$ cat config.mk
export PLATFORM = sky130hd
export DESIGN_NAME = alu_share_arbiter_flat
export DESIGN_NICKNAME = d
export VERILOG_FILES = /design/src/rtl/alu_pkg.sv /design/src/rtl/alu_share_arbiter_if.sv /design/src/rtl/alu_rr_picker.sv /design/src/rtl/alu_share_arbiter.sv /design/src/flat_wrapper.sv
export SDC_FILE = /design/constraint.sdc
export NUM_CORES = 1
export LEC_CHECK = 0
export ABC_AREA = 0
export CORE_MARGIN = 2
export CORE_UTILIZATION = 25
export CTS_BUF_LIST = sky130_fd_sc_hd__clkbuf_4
export DETAILED_ROUTE_END_ITERATION = 8
export SYNTH_ARGS = -nofsm -noshare
export SYNTH_HDL_FRONTEND = slang
export SYNTH_SLANG_ARGS = --single-unit
$ cat constraint.sdc
create_clock -name clk -period 4.6 [get_ports clk]
set_input_delay 1.15 -clock clk [delete_from_list [all_inputs] [get_ports clk]]
set_output_delay 1.15 -clock clk [all_outputs]
set_load 0.01 [all_outputs]
$ cat src/rtl/alu_pkg.sv
// Shared ALU types: control codes, response-slot state and legality check.
package alu_pkg;

   typedef enum logic [2:0] {
      ADD = 3'b000,
      SUB = 3'b001,
      AND = 3'b010,
      OR  = 3'b011,
      SLT = 3'b101
   } alu_ctrl_e;

   typedef enum logic {
      SLOT_EMPTY = 1'b0,
      SLOT_FULL  = 1'b1
   } slot_e;

   // Codes 100, 110 and 111 are reserved and flagged as errors.
   function automatic logic is_legal_ctrl(input logic [2:0] ctrl);
      case (ctrl)
         ADD, SUB, AND, OR, SLT: return 1'b1;
         default:                return 1'b0;
      endcase
   endfunction

endpackage

$ cat src/rtl/alu_share_arbiter_if.sv
// Request/response bundle between the issue logic and the shared-ALU arbiter.
interface alu_share_arbiter_if #(
   parameter int NREQ = 2,
   parameter int DW   = 32,
   parameter int CNTW = 16
);
   localparam int SRCW = $clog2(NREQ);

   logic [NREQ-1:0]    req_valid;
   logic [NREQ-1:0]    req_ready;
   logic [NREQ*DW-1:0] req_op1;
   logic [NREQ*DW-1:0] req_op2;
   logic [NREQ*3-1:0]  req_ctrl;
   logic               rsp_valid;
   logic               rsp_ready;
   logic [DW-1:0]      rsp_data;
   logic               rsp_eq;
   logic               rsp_err;
   logic [SRCW-1:0]    rsp_src;
   logic [CNTW-1:0]    op_count;

   // Issue side: drives requests, consumes responses.
   modport master (
      output req_valid, req_op1, req_op2, req_ctrl, rsp_ready,
      input  req_ready, rsp_valid, rsp_data, rsp_eq, rsp_err, rsp_src, op_count
   );

   // Arbiter side.
   modport slave (
      input  req_valid, req_op1, req_op2, req_ctrl, rsp_ready,
      output req_ready, rsp_valid, rsp_data, rsp_eq, rsp_err, rsp_src, op_count
   );

endinterface

$ cat src/rtl/alu_rr_picker.sv
// Combinational round-robin picker: first set request at or after ptr, modulo NREQ.
module alu_rr_picker #(
   parameter int NREQ = 2,
   parameter int IW   = $clog2(NREQ)
) (
   input  logic            en,
   input  logic [NREQ-1:0] req,
   input  logic [IW-1:0]   ptr,
   output logic [NREQ-1:0] gnt,
   output logic [IW-1:0]   idx,
   output logic            any
);

   // Walk the rotation order from ptr; the first hit wins and blocks the rest.
   always_comb begin
      gnt = '0;
      idx = '0;
      any = 1'b0;
      if (en) begin
         for (int k = 0; k < NREQ; k++) begin
            for (int i = 0; i < NREQ; i++) begin
               if (!any && req[i] && (i == (int'(ptr) + k) % NREQ)) begin
                  gnt[i] = 1'b1;
                  idx    = IW'(i);
                  any    = 1'b1;
               end
            end
         end
      end
   end

endmodule

$ cat src/rtl/alu_share_arbiter.sv
// Shares one ALU among NREQ requesters with round-robin grant and a
// single registered response slot (1-cycle latency, held under backpressure).
//
//   state      | meaning
//   SLOT_EMPTY | no response pending; any valid requester may issue
//   SLOT_FULL  | response on rsp_*; refill only in the cycle it drains
module alu_share_arbiter
   import alu_pkg::*;
#(
   parameter int NREQ = 2,
   parameter int DW   = 32,
   parameter int CNTW = 16
) (
   input  logic              clk,
   input  logic              rst_n,
   alu_share_arbiter_if.slave bus
);

   localparam int SRCW = $clog2(NREQ);

   slot_e            slot_q, slot_d;
   logic [DW-1:0]    rsp_data_q, rsp_data_d;
   logic             rsp_eq_q, rsp_eq_d;
   logic             rsp_err_q, rsp_err_d;
   logic [SRCW-1:0]  rsp_src_q, rsp_src_d;
   logic [SRCW-1:0]  rr_ptr_q, rr_ptr_d;
   logic [CNTW-1:0]  op_count_q, op_count_d;

   logic             can_issue;
   logic             issue;
   logic [NREQ-1:0]  gnt;
   logic [SRCW-1:0]  gnt_idx;
   logic [DW-1:0]    alu_a, alu_b, alu_res;
   logic [2:0]       alu_ctrl;
   logic             alu_eq, alu_err;

   // Gating with rst_n keeps req_ready low for the whole reset assertion.
   assign can_issue = rst_n && ((slot_q == SLOT_EMPTY) || bus.rsp_ready);

   alu_rr_picker #(.NREQ(NREQ), .IW(SRCW)) u_picker (
      .en  (can_issue),
      .req (bus.req_valid),
      .ptr (rr_ptr_q),
      .gnt (gnt),
      .idx (gnt_idx),
      .any (issue)
   );

   assign bus.req_ready = gnt;

   // Operand mux feeding the single shared ALU.
   always_comb begin
      alu_a    = '0;
      alu_b    = '0;
      alu_ctrl = '0;
      for (int i = 0; i < NREQ; i++) begin
         if (gnt[i]) begin
            alu_a    = bus.req_op1[i*DW +: DW];
            alu_b    = bus.req_op2[i*DW +: DW];
            alu_ctrl = bus.req_ctrl[i*3 +: 3];
         end
      end
   end

   // The ALU itself; illegal codes yield zero data with the error flag.
   always_comb begin
      case (alu_ctrl)
         ADD:     alu_res = alu_a + alu_b;
         SUB:     alu_res = alu_a - alu_b;
         AND:     alu_res = alu_a & alu_b;
         OR:      alu_res = alu_a | alu_b;
         SLT:     alu_res = {{(DW-1){1'b0}}, ($signed(alu_a) < $signed(alu_b))};
         default: alu_res = '0;
      endcase
      alu_eq  = (alu_a == alu_b);
      alu_err = !is_legal_ctrl(alu_ctrl);
   end

   // Next state: capture on issue, otherwise drain or hold.
   always_comb begin
      slot_d     = slot_q;
      rsp_data_d = rsp_data_q;
      rsp_eq_d   = rsp_eq_q;
      rsp_err_d  = rsp_err_q;
      rsp_src_d  = rsp_src_q;
      rr_ptr_d   = rr_ptr_q;
      op_count_d = op_count_q;
      if (issue) begin
         slot_d     = SLOT_FULL;
         rsp_data_d = alu_res;
         rsp_eq_d   = alu_eq;
         rsp_err_d  = alu_err;
         rsp_src_d  = gnt_idx;
         rr_ptr_d   = (int'(gnt_idx) == NREQ - 1) ? '0 : gnt_idx + SRCW'(1);
         op_count_d = op_count_q + CNTW'(1);
      end else if (slot_q == SLOT_FULL && bus.rsp_ready) begin
         slot_d = SLOT_EMPTY;
      end
   end

   // State registers.
   always_ff @(posedge clk or negedge rst_n) begin
      if (!rst_n) begin
         slot_q     <= SLOT_EMPTY;
         rsp_data_q <= '0;
         rsp_eq_q   <= 1'b0;
         rsp_err_q  <= 1'b0;
         rsp_src_q  <= '0;
         rr_ptr_q   <= '0;
         op_count_q <= '0;
      end else begin
         slot_q     <= slot_d;
         rsp_data_q <= rsp_data_d;
         rsp_eq_q   <= rsp_eq_d;
         rsp_err_q  <= rsp_err_d;
         rsp_src_q  <= rsp_src_d;
         rr_ptr_q   <= rr_ptr_d;
         op_count_q <= op_count_d;
      end
   end

   assign bus.rsp_valid = (slot_q == SLOT_FULL);
   assign bus.rsp_data  = rsp_data_q;
   assign bus.rsp_eq    = rsp_eq_q;
   assign bus.rsp_err   = rsp_err_q;
   assign bus.rsp_src   = rsp_src_q;
   assign bus.op_count  = op_count_q;

endmodule

$ cat src/flat_wrapper.sv
// flat-port wrapper written by rule: the top's interface ports become plain ports
module alu_share_arbiter_flat import alu_pkg::*;
#(
   parameter int NREQ = 2,
   parameter int DW   = 32,
   parameter int CNTW = 16
)
  (clk, rst_n, bus_req_valid, bus_req_op1, bus_req_op2, bus_req_ctrl, bus_rsp_ready, bus_req_ready, bus_rsp_valid, bus_rsp_data, bus_rsp_eq, bus_rsp_err, bus_rsp_src, bus_op_count);
  alu_share_arbiter_if #(.NREQ(NREQ), .DW(DW), .CNTW(CNTW)) bus_i ();
  input  logic clk;
  input  logic rst_n;
  input wire logic [$bits(bus_i.req_valid)-1:0] bus_req_valid;
  input wire logic [$bits(bus_i.req_op1)-1:0] bus_req_op1;
  input wire logic [$bits(bus_i.req_op2)-1:0] bus_req_op2;
  input wire logic [$bits(bus_i.req_ctrl)-1:0] bus_req_ctrl;
  input wire logic [$bits(bus_i.rsp_ready)-1:0] bus_rsp_ready;
  output wire logic [$bits(bus_i.req_ready)-1:0] bus_req_ready;
  output wire logic [$bits(bus_i.rsp_valid)-1:0] bus_rsp_valid;
  output wire logic [$bits(bus_i.rsp_data)-1:0] bus_rsp_data;
  output wire logic [$bits(bus_i.rsp_eq)-1:0] bus_rsp_eq;
  output wire logic [$bits(bus_i.rsp_err)-1:0] bus_rsp_err;
  output wire logic [$bits(bus_i.rsp_src)-1:0] bus_rsp_src;
  output wire logic [$bits(bus_i.op_count)-1:0] bus_op_count;
  assign bus_i.req_valid = bus_req_valid;
  assign bus_i.req_op1 = bus_req_op1;
  assign bus_i.req_op2 = bus_req_op2;
  assign bus_i.req_ctrl = bus_req_ctrl;
  assign bus_i.rsp_ready = bus_rsp_ready;
  assign bus_req_ready = bus_i.req_ready;
  assign bus_rsp_valid = bus_i.rsp_valid;
  assign bus_rsp_data = bus_i.rsp_data;
  assign bus_rsp_eq = bus_i.rsp_eq;
  assign bus_rsp_err = bus_i.rsp_err;
  assign bus_rsp_src = bus_i.rsp_src;
  assign bus_op_count = bus_i.op_count;
  alu_share_arbiter #(.NREQ(NREQ), .DW(DW), .CNTW(CNTW)) u_core (.clk(clk), .rst_n(rst_n), .bus(bus_i));
endmodule
; After elaboration in Yosys (flattened, before gate mapping)
; Index checks and enable logic that the tools add are counted.
[op_classes]
addsub = 5
n_bitwise = 4
muxes = 26
order_cmp = 1
n_reduce_logical = 19
eq_ne = 6
[op_table]
columns = op, count
row1 = 32-bit case mux with 5 select lines, 1
row2 = 32-bit two-way mux, 4
row3 = 32-bit zero test, 2
row4 = 32-bit adder, 1
row5 = 32-bit bitwise AND, 1
row6 = 32-bit equality test, 1
row7 = 32-bit < comparator, 1
row8 = 32-bit bitwise OR, 1
row9 = 32-bit subtractor, 1
row10 = 1-bit two-way mux, 18
row11 = "16-bit by 1-bit adder with 16-bit output, second input constant", 1
row12 = 1-bit logical AND, 9
row13 = "3-bit by 2-bit equality test with 1-bit output, second input constant", 2
row14 = 3-bit two-way mux, 2
row15 = 5-bit OR reduction, 1
row16 = 1-bit zero test, 4
row17 = "3-bit by 1-bit equality test with 1-bit output, second input constant", 1
row18 = "3-bit equality test, second input constant", 1
row19 = 3-bit zero test, 1
row20 = "1-bit adder, second input constant", 2
row21 = "2-bit equality test, first input constant", 1
row22 = 2-bit two-way mux, 1
row23 = 2-bit nonzero test, 1
row24 = "1-bit bitwise AND, first input constant", 1
row25 = other kinds (2), 2
[word_totals]
word_cells = 68
out_inout_bits = 54
input_bits = 139
ff_bits = 53

; Depth between registers and ports, before layout
; Gate-level depths: netlist (run 1).
[logic_depth]
depth_word = 25
ltp_mapped = 19
ltp_nobuf = 17

; By module
; A second synthesis (run 1) with hierarchy kept.
[hier_totals]
cells_unflattened = 1010
hier_area_um2 = 7718.7
[modules_own_cells]
columns = mod, area_each_um2, seq_area_each_um2, n_inst, cells_per_inst
row1 = alu_share_arbiter, 7682.4, 1326.3, 1, 1003
row2 = alu_rr_picker, 36.3, 0.0, 1, 7

; Worst setup path after synthesis (run 1)
; OpenSTA, ideal clock, no wires.
[synth_path]
path_type = in2reg
startpoint = input bus_req_valid[0]
endpoint = register u_core.rsp_data_q[30], in the netlist u_core.bus.rsp_data[30]
required_time_ns = 4.462
stages = 17
setup_ns = 0.138
setup_slack_ns = -0.353
n_path_buf = 3
arrival_ns = 4.815
cell_sequence = a21boi_0 > and3_1 > clkbuf_1 > clkbuf_1 > buf_1 > a22o_1 > inv_1 > fa_1 > nor2b_1 > o311ai_4 > a211oi_2 > or4_1 > a21oi_2 > o21ai_2 > a311oi_2 > xnor2_1 > o221ai_1
[synth_via]
elab_chain_len = 21
word_cells_on_any_way = 38
classes_between = add/sub (2) / eq/ne (4) / mux (19) / bitwise (2) / reduce/logical (11)
[synth_lines]
columns = item, line_no
row1 = start: declaration, flat_wrapper.sv:12  ; input wire logic [$bits(bus_i.req_valid)-1:0] bus_req_valid;
row2 = 1-bit logical AND, alu_rr_picker.sv:22  ; if (!any && req[i] && (i == (int'(ptr) + k) % NREQ)) begin
row3 = 1-bit two-way mux, alu_rr_picker.sv:22
row4 = 1-bit two-way mux, alu_rr_picker.sv:19  ; if (en) begin
row5 = 1-bit zero test, alu_rr_picker.sv:22
row6 = 1-bit logical AND (2 in a row), alu_rr_picker.sv:22
row7 = 1-bit two-way mux, alu_rr_picker.sv:22
row8 = 1-bit two-way mux, alu_rr_picker.sv:19
row9 = 1-bit zero test, alu_rr_picker.sv:22
row10 = (+3 left out), n/a
row11 = 1-bit two-way mux, alu_rr_picker.sv:19
row12 = 1-bit zero test, alu_rr_picker.sv:22
row13 = 1-bit logical AND (2 in a row), alu_rr_picker.sv:22
row14 = 1-bit two-way mux, alu_rr_picker.sv:22
row15 = 2-bit two-way mux, alu_rr_picker.sv:19
row16 = 32-bit two-way mux / 3-bit two-way mux (equally long branches), alu_share_arbiter.sv:57  ; if (gnt[i]) begin
row17 = "32-bit subtractor, or another cell as far along", alu_share_arbiter.sv:69  ; SUB: alu_res = alu_a - alu_b;
row18 = 32-bit case mux with 5 select lines, alu_share_arbiter.sv:67  ; case (alu_ctrl)
row19 = end signal: assignment, alu_share_arbiter.sv:113  ; rsp_data_q <= rsp_data_d;
row20 = end: declaration, alu_share_arbiter.sv:22  ; logic [DW-1:0] rsp_data_q, rsp_data_d;
; Parallel ways exist; a longest one is shown, timed or not. The select of a mux whose other input is x is not followed.
; A chain may end at the register's enable or synchronous reset.

; Final worst setup path (run 1)
[layout_path]
startpoint = input bus_req_valid[0]
endpoint = register u_core.rsp_data_q[29], in the netlist u_core.bus.rsp_data[29]
; The elaborated chain is that of the path after synthesis.

==> flow_summary.json, run 1 <==
{
  "ff_latch_area_mm2": 0.00133,
  "setup_viol": 0,
  "cts-root-to-sink-buffers": 2,
  "register_to_register_setup_slack_ns": 0.51,
  "p_switching_uw": 1300,
  "synth-main-ff-cell": "sky130_fd_sc_hd__dfrtp_1",
  "groute.layer.met3.usage_pct": 2.40,
  "r2r-start": "u_core.rr_ptr_q",
  "detail_route.vias_per_cell": 5.05,
  "period_share_pct": 97.4,
  "required_ns": 4.99,
  "synth.cell_area_mm2": 0.00753,
  "cts_root_buffer": "sky130_fd_sc_hd__clkbuf_4",
  "timing_worst_slew_pin_value_ns": 0.833,
  "finalHoldViolations": 0,
  "gp_congestion": 0.908,
  "fin_cells": 1803,
  "swShare_pct": 43.8,
  "ctsHtreeMaxLevel": 2,
  "gr-usage-met1_pct": 28.4,
  "grt.overflow.total": 0,
  "cts.sink_count": 53,
  "via_count": 9100,
  "reg2reg_depth": 16,
  "wire_per_inst_um": 18.1,
  "dp.final_hpwl_mm": 25.7,
  "synth-seq-area-share_pct": 17.6,
  "tritoncts": "built",
  "layout.filler_cells": 3061,
  "grt_use_total_pct": 20.1,
  "fin_skew_ns": 0.0205,
  "worst_hold_path.num_cells": 1,
  "rows": 63,
  "post-layout-total-power_uw": 2960,
  "top_level_ports": 193,
  "max_cap_violations": 0,
  "route.detailed.drc": 0,
  "initialDrtViolationCount": 687,
  "grt-busiest-layer": "met2",
  "postSynthAreaPerCell_um2": 7.61,
  "totalWireLength_mm": 32.6,
  "clockPowerShare_pct": 9.7,
  "holdCritPathClass": "reg -> reg",
  "core-area_mm2": 0.0296,
  "globalRouteMet2Util_pct": 33.2,
  "cts_made_buffers": 5,
  "synth-edff-count": 0,
  "vdd_ir_drop_max_uv": 148,
  "multi_input_area_mm2": 0.00589,
  "worst_r2r_endpoint": "u_core.bus.rsp_data[29]",
  "buffer_ports.inserted": 192,
  "cts.hold.buffers_added": 0,
  "area_growth_pct": 62.8,
  "synthDistinctLibCells": 83,
  "period_minus_ws_final_ns": 4.48,
  "status": "complete, no violations",
  "fin_nets": 1656,
  "grt_pass1_wl_mm": 49.8,
  "post_route_cells_drive_above_1_share_pct": 24.7,
  "first_global_vias": 8960,
  "clock.fmax_mhz": 223,
  "worst_hold_startpoint": "u_core.bus.op_count[15]",
  "ys_ff_latch": 53,
  "die_height_um": 178,
  "synth.yosys.warnings": 0,
  "cp.arrival_ns": 4.87,
  "routed_antenna_nets": 0,
  "worstSetupStartpointType": "primary input",
  "critical_path.endpoint_type": "flip-flop",
  "placedCellCount": 1787,
  "largest_net_degree_at_the_start_of_global_routing": 52,
  "clk_pin_slew_worst_paths_ns": 0.23,
  "antenna_found_initial": 1,
  "pins_over_their_slew_limit": 0,
  "initial_utilization_pct": 25.4,
  "syn_nets": 1235,
  "postSynth.asyncResetShare_pct": 100,
  "power_per_cell_area_mw_per_mm2": 241,
  "power.sequential.fraction_pct": 22.5,
  "hold-worst-slack_ns": 0.484,
  "hold_end": "u_core.bus.op_count[15]",
  "post_synth_inst_count": 990,
  "worstPathMaxFanout": 8,
  "power_leakage_uw": 0.00546,
  "cell_internal_pwr_uw": 1660,
  "power.combinational.fraction_pct": 67.8,
  "timing_worst_setup_path_type": "in -> reg",
  "worstSkewPairLatency_ns": 0.47,
  "floorplan.die_area_mm2": 0.0315,
  "die_span_in_x_um": 178,
  "timing.max_slew.rel_slack_pct": 44.4,
  "drt-pass1-iter-count": 6
}
[flip-flops by register name, summed over array words and instances (netlist names)]
register	count
u_core.bus.op_count	16
u_core.bus.rsp_data	32
u_core.bus.rsp_eq	1
u_core.bus.rsp_err	1
u_core.bus.rsp_src	1
u_core.bus.rsp_valid	1
u_core.rr_ptr_q	1
[stage by stage]
stage	util [%]	worst slack [ns]	cell area (um2)	TNS [ns]
floorplan	-	-0.0982	7610	-0.208
global placement	39.8	-0.686	11800	-10.18
detailed placement	39.8	-0.789	11800	-12.15
CTS	40.7	-0.0161	12100	-0.0214
global route	41.4	-0.0115	12300	-0.0173
finish	41.4	0.121	12300	0
[cell usage in the layout, fill, tap and decap left out, types with 7 or more instances in the layout]
cell type / instances
sky130_fd_sc_hd__buf_4: 268
sky130_fd_sc_hd__clkdlybuf4s50_1: 188
sky130_fd_sc_hd__nor2_1: 101
sky130_fd_sc_hd__ha_1: 99
sky130_fd_sc_hd__inv_1: 94
sky130_fd_sc_hd__a21oi_1: 77
sky130_fd_sc_hd__nand2_1: 64
sky130_fd_sc_hd__a22o_1: 62
sky130_fd_sc_hd__dfrtp_1: 53
sky130_fd_sc_hd__o21ai_0: 52
sky130_fd_sc_hd__xnor2_1: 31
sky130_fd_sc_hd__a211oi_1: 30
sky130_fd_sc_hd__nor3_1: 20
sky130_fd_sc_hd__nand3_1: 15
sky130_fd_sc_hd__nand4_1: 14
sky130_fd_sc_hd__a21o_1: 13
sky130_fd_sc_hd__nor2b_1: 9
sky130_fd_sc_hd__o22ai_1: 9
sky130_fd_sc_hd__o21ai_1: 8
sky130_fd_sc_hd__o21bai_1: 8
sky130_fd_sc_hd__o211ai_1: 7
sky130_fd_sc_hd__o31ai_1: 7
[how the worst max path moves through the flow]
stage	startpoint	end	slack (ns)	cells after the start
final	bus_req_valid[0]	u_core.bus.rsp_data[29]	0.12	18
after global routing	bus_req_valid[0]	u_core.bus.rsp_data[28]	-0.01	19
after global placement	bus_req_valid[0]	u_core.bus.rsp_data[29]	-0.69	18
after detailed placement	bus_req_valid[0]	u_core.bus.rsp_data[29]	-0.79	16
after CTS	bus_req_valid[0]	u_core.bus.rsp_data[28]	-0.02	17
after floorplan	bus_rsp_ready	u_core.bus.rsp_data[16]	-0.1	19
[metal layers]
| metal | share of wire [%] | routed length (um) |
|---|---|---|
| met1 | 48 | 15500 |
| met2 | 45 | 14700 |
| met4 | 1.3 | 439 |
| met3 | 5.9 | 1930 |
| met5 | 0 | 0 |
[final cells by class]
cell class	count	share of cell area, %
antenna	1	0.0204
clock buffer	5	0.306
clock inverter	3	0.214
inverter	99	3.07
multi-input combinational	783	48.0
sequential	53	10.8
tap	390	3.98
timing repair buffer	469	33.6
[power by group through the flow]
stage,sequential [uW],combinational (uW),clock [uW]
global route,682,2180,306
floorplan,694,865,0
global placement,675,1880,0
detailed placement,675,1890,0
finish,667,2010,287
CTS,667,1960,294
[cell usage after synthesis (all sizes together), types with 6 or more instances]
cell type  instances  share of area (%)
o21ai             64                4.3
nor3              21                1.4
o22ai              9               0.75
a221o              7               0.95
a21oi             81                5.4
nand2             65                3.3
or3                7               0.60
inv               99                4.9
nor4               8               0.75
a22o              66                7.7
ha               104                 17
nor2             101                5.0
o31ai              8               0.80
nand4             14                1.2
clkbuf            37                2.0
a221oi             6               0.70
a211oi            37                3.8
nor2b             10               0.83
dfrtp             53                 18
a22oi              6               0.60
a21o              13                1.3
nand3             15                1.0
buf               18                1.5
o21bai             8               0.80
xor2               6               0.70
xnor2             31                3.6
o211ai             8               0.86
[cell families after synthesis]
kind of cell / count (synthesis) / synth area share, %
adders and majority gates: 106 / 17.8
buffers and inverters: 154 / 8.46
and+or+nand+nor: 267 / 16.3
DFF: 53 / 17.6
muxes: 2 / 0.282
xor gates and xnor gates: 37 / 4.30
AOI/OAI and AO/OA: 371 / 35.2
[critical path, cell delays in order]
cell	delay, ns
sky130_fd_sc_hd__dlymetal6s2s_1	0.12
sky130_fd_sc_hd__inv_1	0.09
sky130_fd_sc_hd__o2111ai_4	0.24
sky130_fd_sc_hd__clkinv_4	0.13
sky130_fd_sc_hd__buf_12	0.15
sky130_fd_sc_hd__clkbuf_16	0.16
sky130_fd_sc_hd__a22o_1	0.28
sky130_fd_sc_hd__buf_4	0.15
sky130_fd_sc_hd__ha_1	0.20
sky130_fd_sc_hd__or2_2	0.33
sky130_fd_sc_hd__o211ai_4	0.21
sky130_fd_sc_hd__a211oi_4	0.11
sky130_fd_sc_hd__o21ai_2	0.19
sky130_fd_sc_hd__a2bb2oi_2	0.24
sky130_fd_sc_hd__nor2_1	0.06
sky130_fd_sc_hd__or3_1	0.38
sky130_fd_sc_hd__a221o_1	0.37
sky130_fd_sc_hd__a221o_1	0.30
[timing repair]
action / 4_1_cts / 5_1_grt
buffers inserted: 3 / 2
setup endpoints to repair: 13 / 16
pin swaps: 14 / 15
resized for setup: 33 / 21
gates cloned: 0 / 2
(Power assumes the default switching activity.)
==> run 2, diff against run 1 <==
Settings changed: GPL_ROUTABILITY_DRIVEN from default to 0.
==> run 2 against run 1 <==
- non-clock buffer count fell by 15
- count of clock-buffer cells in the layout did not move
- clock power fell by 7%
- critical path depth fell by 2
- final cell count fell by 0.83%
- combinational power barely moved
- clock skew rose by 0.0047 ns
- critical endpoint is now u_core.bus.rsp_data[28]
- largest cell class unchanged
- largest power group unchanged
==> flow_summary.json, run 2 (synthesis results as in run 1) <==
{
  "status": "complete, no violations",
  "preCtsSetupSlack_ns": -0.702,
  "max_stage_delay_ns": 0.47,
  "pins_over_their_slew_limit": 0,
  "ctsHtreeMaxLevel": 2,
  "initialDrtViolationCount": 741,
  "critical_path.n_buffers_inverters": 4,
  "wire_per_inst_um": 17.7,
  "rows": 63,
  "vdd_ir_drop_max_uv": 122,
  "area_growth_pct": 61.0,
  "required_ns": 4.95,
  "totalWireLength_mm": 31.6,
  "ff_latch_area_mm2": 0.00133,
  "period_minus_ws_final_ns": 4.50,
  "clk_pin_slew_worst_paths_ns": 0.23,
  "setup_viol": 0,
  "fin_cells": 1788,
  "critical_path.cell_chain": "dlygate4sd2_1 > buf_4 > o2111ai_4 > clkinv_4 > clkbuf_16 > a22o_1 > ha_1 > or2_2 > or3_2 > a211oi_4 > nor4_2 > o21ai_2 > a41oi_2 > o2bb2ai_1 > a222oi_1 > o311ai_1",
  "grt_pass1_wl_mm": 47.6,
  "holdCritPathClass": "reg -> reg",
  "multi_input_area_mm2": 0.00589,
  "hold-worst-slack_ns": 0.485,
  "worst_hold_path.num_cells": 1,
  "power_leakage_uw": 0.00536,
  "worstSetupStartpointType": "primary input",
  "layout.filler_cells": 3006,
  "swShare_pct": 43.6,
  "reg2reg_depth": 14,
  "cp.arrival_ns": 4.84,
  "largest_net_degree_at_the_start_of_global_routing": 42,
  "routed_antenna_nets": 0,
  "initial_utilization_pct": 25.4,
  "power_per_cell_area_mw_per_mm2": 241,
  "cts_made_buffers": 5,
  "clock.fmax_mhz": 222,
  "grt.overflow.total": 0,
  "via_count": 9096,
  "cts-root-to-sink-buffers": 2,
  "clockPowerShare_pct": 9.2,
  "max_cap_violations": 0,
  "post-layout-total-power_uw": 2920,
  "route.detailed.drc": 0,
  "final_cell_mix": "sky130_fd_sc_hd__buf_4, sky130_fd_sc_hd__clkdlybuf4s50_1, sky130_fd_sc_hd__nor2_1",
  "fin_nets": 1641,
  "tritoncts": "built",
  "largest_reg_flops": 32,
  "detail_route.vias_per_cell": 5.09,
  "period_share_pct": 97.7,
  "timing_worst_slew_pin_value_ns": 0.850,
  "power.combinational.fraction_pct": 68.1,
  "cell_internal_pwr_uw": 1650,
  "top_level_ports": 193,
  "most_common_cell_after_layout_fill_and_taps_aside": "sky130_fd_sc_hd__buf_4",
  "floorplan.die_area_mm2": 0.0315,
  "setup_ws_ns": 0.105,
  "p_switching_uw": 1270,
  "buffer_ports.inserted": 192,
  "finalHoldViolations": 0,
  "drt-pass1-iter-count": 6,
  "post_dp_cell_area_mm2": 0.0117,
  "die_span_in_x_um": 178,
  "crit_path_top_delay_cell": "sky130_fd_sc_hd__or3_2",
  "timing_worst_setup_path_type": "in -> reg",
  "core-area_mm2": 0.0296,
  "timing.max_slew.rel_slack_pct": 43.1,
  "cp_num_cells": 16,
  "grt_use_total_pct": 19.1,
  "cts.sink_count": 53,
  "fin_skew_ns": 0.0252,
  "worstPathMaxFanout": 7,
  "cts.hold.buffers_added": 0,
  "critical_path.endpoint_type": "flip-flop",
  "post_route_cells_drive_above_1_share_pct": 24.3,
  "postLayoutCellArea_mm2": 0.0121,
  "die_height_um": 178,
  "placedCellCount": 1769,
  "dp.final_hpwl_mm": 25.1,
  "worstSkewPairLatency_ns": 0.45,
  "first_global_vias": 8836,
  "cts_root_buffer": "sky130_fd_sc_hd__clkbuf_4",
  "path_delay_family": "compound AO/OA/AOI/OAI gates",
  "power.sequential.fraction_pct": 22.7,
  "antenna_found_initial": 1
}
==> run 2: cell types whose count changed in the layout (fill, tap and decap cells not counted), sizes merged <==
cell / change
clkinv: +1
inv: -1
dlymetal6s2s: -2
buf: -15
dlygate4sd2: +2
==> run 2: layout make-up <==
type / count / area share, %
Timing Repair Buffer: 454 / 32.8
Multi-Input combinational cell: 783 / 48.6
Sequential cell: 53 / 10.9
Antenna cell: 1 / 0.0206
Inverter: 99 / 3.11
Tap cell: 390 / 4.02
Clock buffer: 5 / 0.310
Clock inverter: 3 / 0.237
==> run 2: routing by layer <==
metal	vias up	track usage (%)	share of wire, %
met5	-	0	0
met3	51	3.51	7.6
met2	360	31.3	45
met4	0	4.44	2.4
met1	4273	25.9	45
li1	4412	-	-
==> run 2: power by group through the flow <==
stage	combinational, uW	clock, uW	sequential [uW]
2_1_floorplan	865	0	694
3_3_place_gp	1840	0	671
3_5_place_dp	1860	0	673
4_1_cts	1900	280	665
5_1_grt	2150	300	679
6_report	1990	268	663
==> run 2: path summary, 6_finish.rpt <==
kind	startpoint	to	slack, ns
max	bus_req_valid[1]	u_core.bus.rsp_data[28]	0.10
min	u_core.bus.op_count[15]	u_core.bus.op_count[15]	0.49
max reg2reg	u_core.rr_ptr_q	u_core.bus.rsp_data[28]	0.63
min reg2reg	u_core.bus.op_count[15]	u_core.bus.op_count[15]	0.49
max in group asynchronous	rst_n	u_core.bus.rsp_data[0]	2.95
min in group asynchronous	rst_n	u_core.rr_ptr_q	0.77
==> run 2: through the flow <==
step | utilization (%) | setup TNS [ns]
after floorplan | - | -0.208
after global placement | 39.3 | -7.77
after detailed placement | 39.3 | -10.63
final | 40.9 | 0
after global routing | 40.9 | -0.431
after CTS | 39.9 | 0
==> run 2: timing repair <==
action / in CTS / in global routing
cloned: 0 / 3
pin swaps: 10 / 20
endpoints found under the setup margin: 13 / 13
gates resized for setup: 22 / 37
setup buffers: 3 / 4
==> run 2: worst register-to-register path: cells and delay by family (launching register included) <==
family          cells  cell delay (ns)
compound gates      8             1.84
simple gates        3             0.89
fa+ha+maj           1             0.31
buf+inv             2             0.39
flops               1             0.48
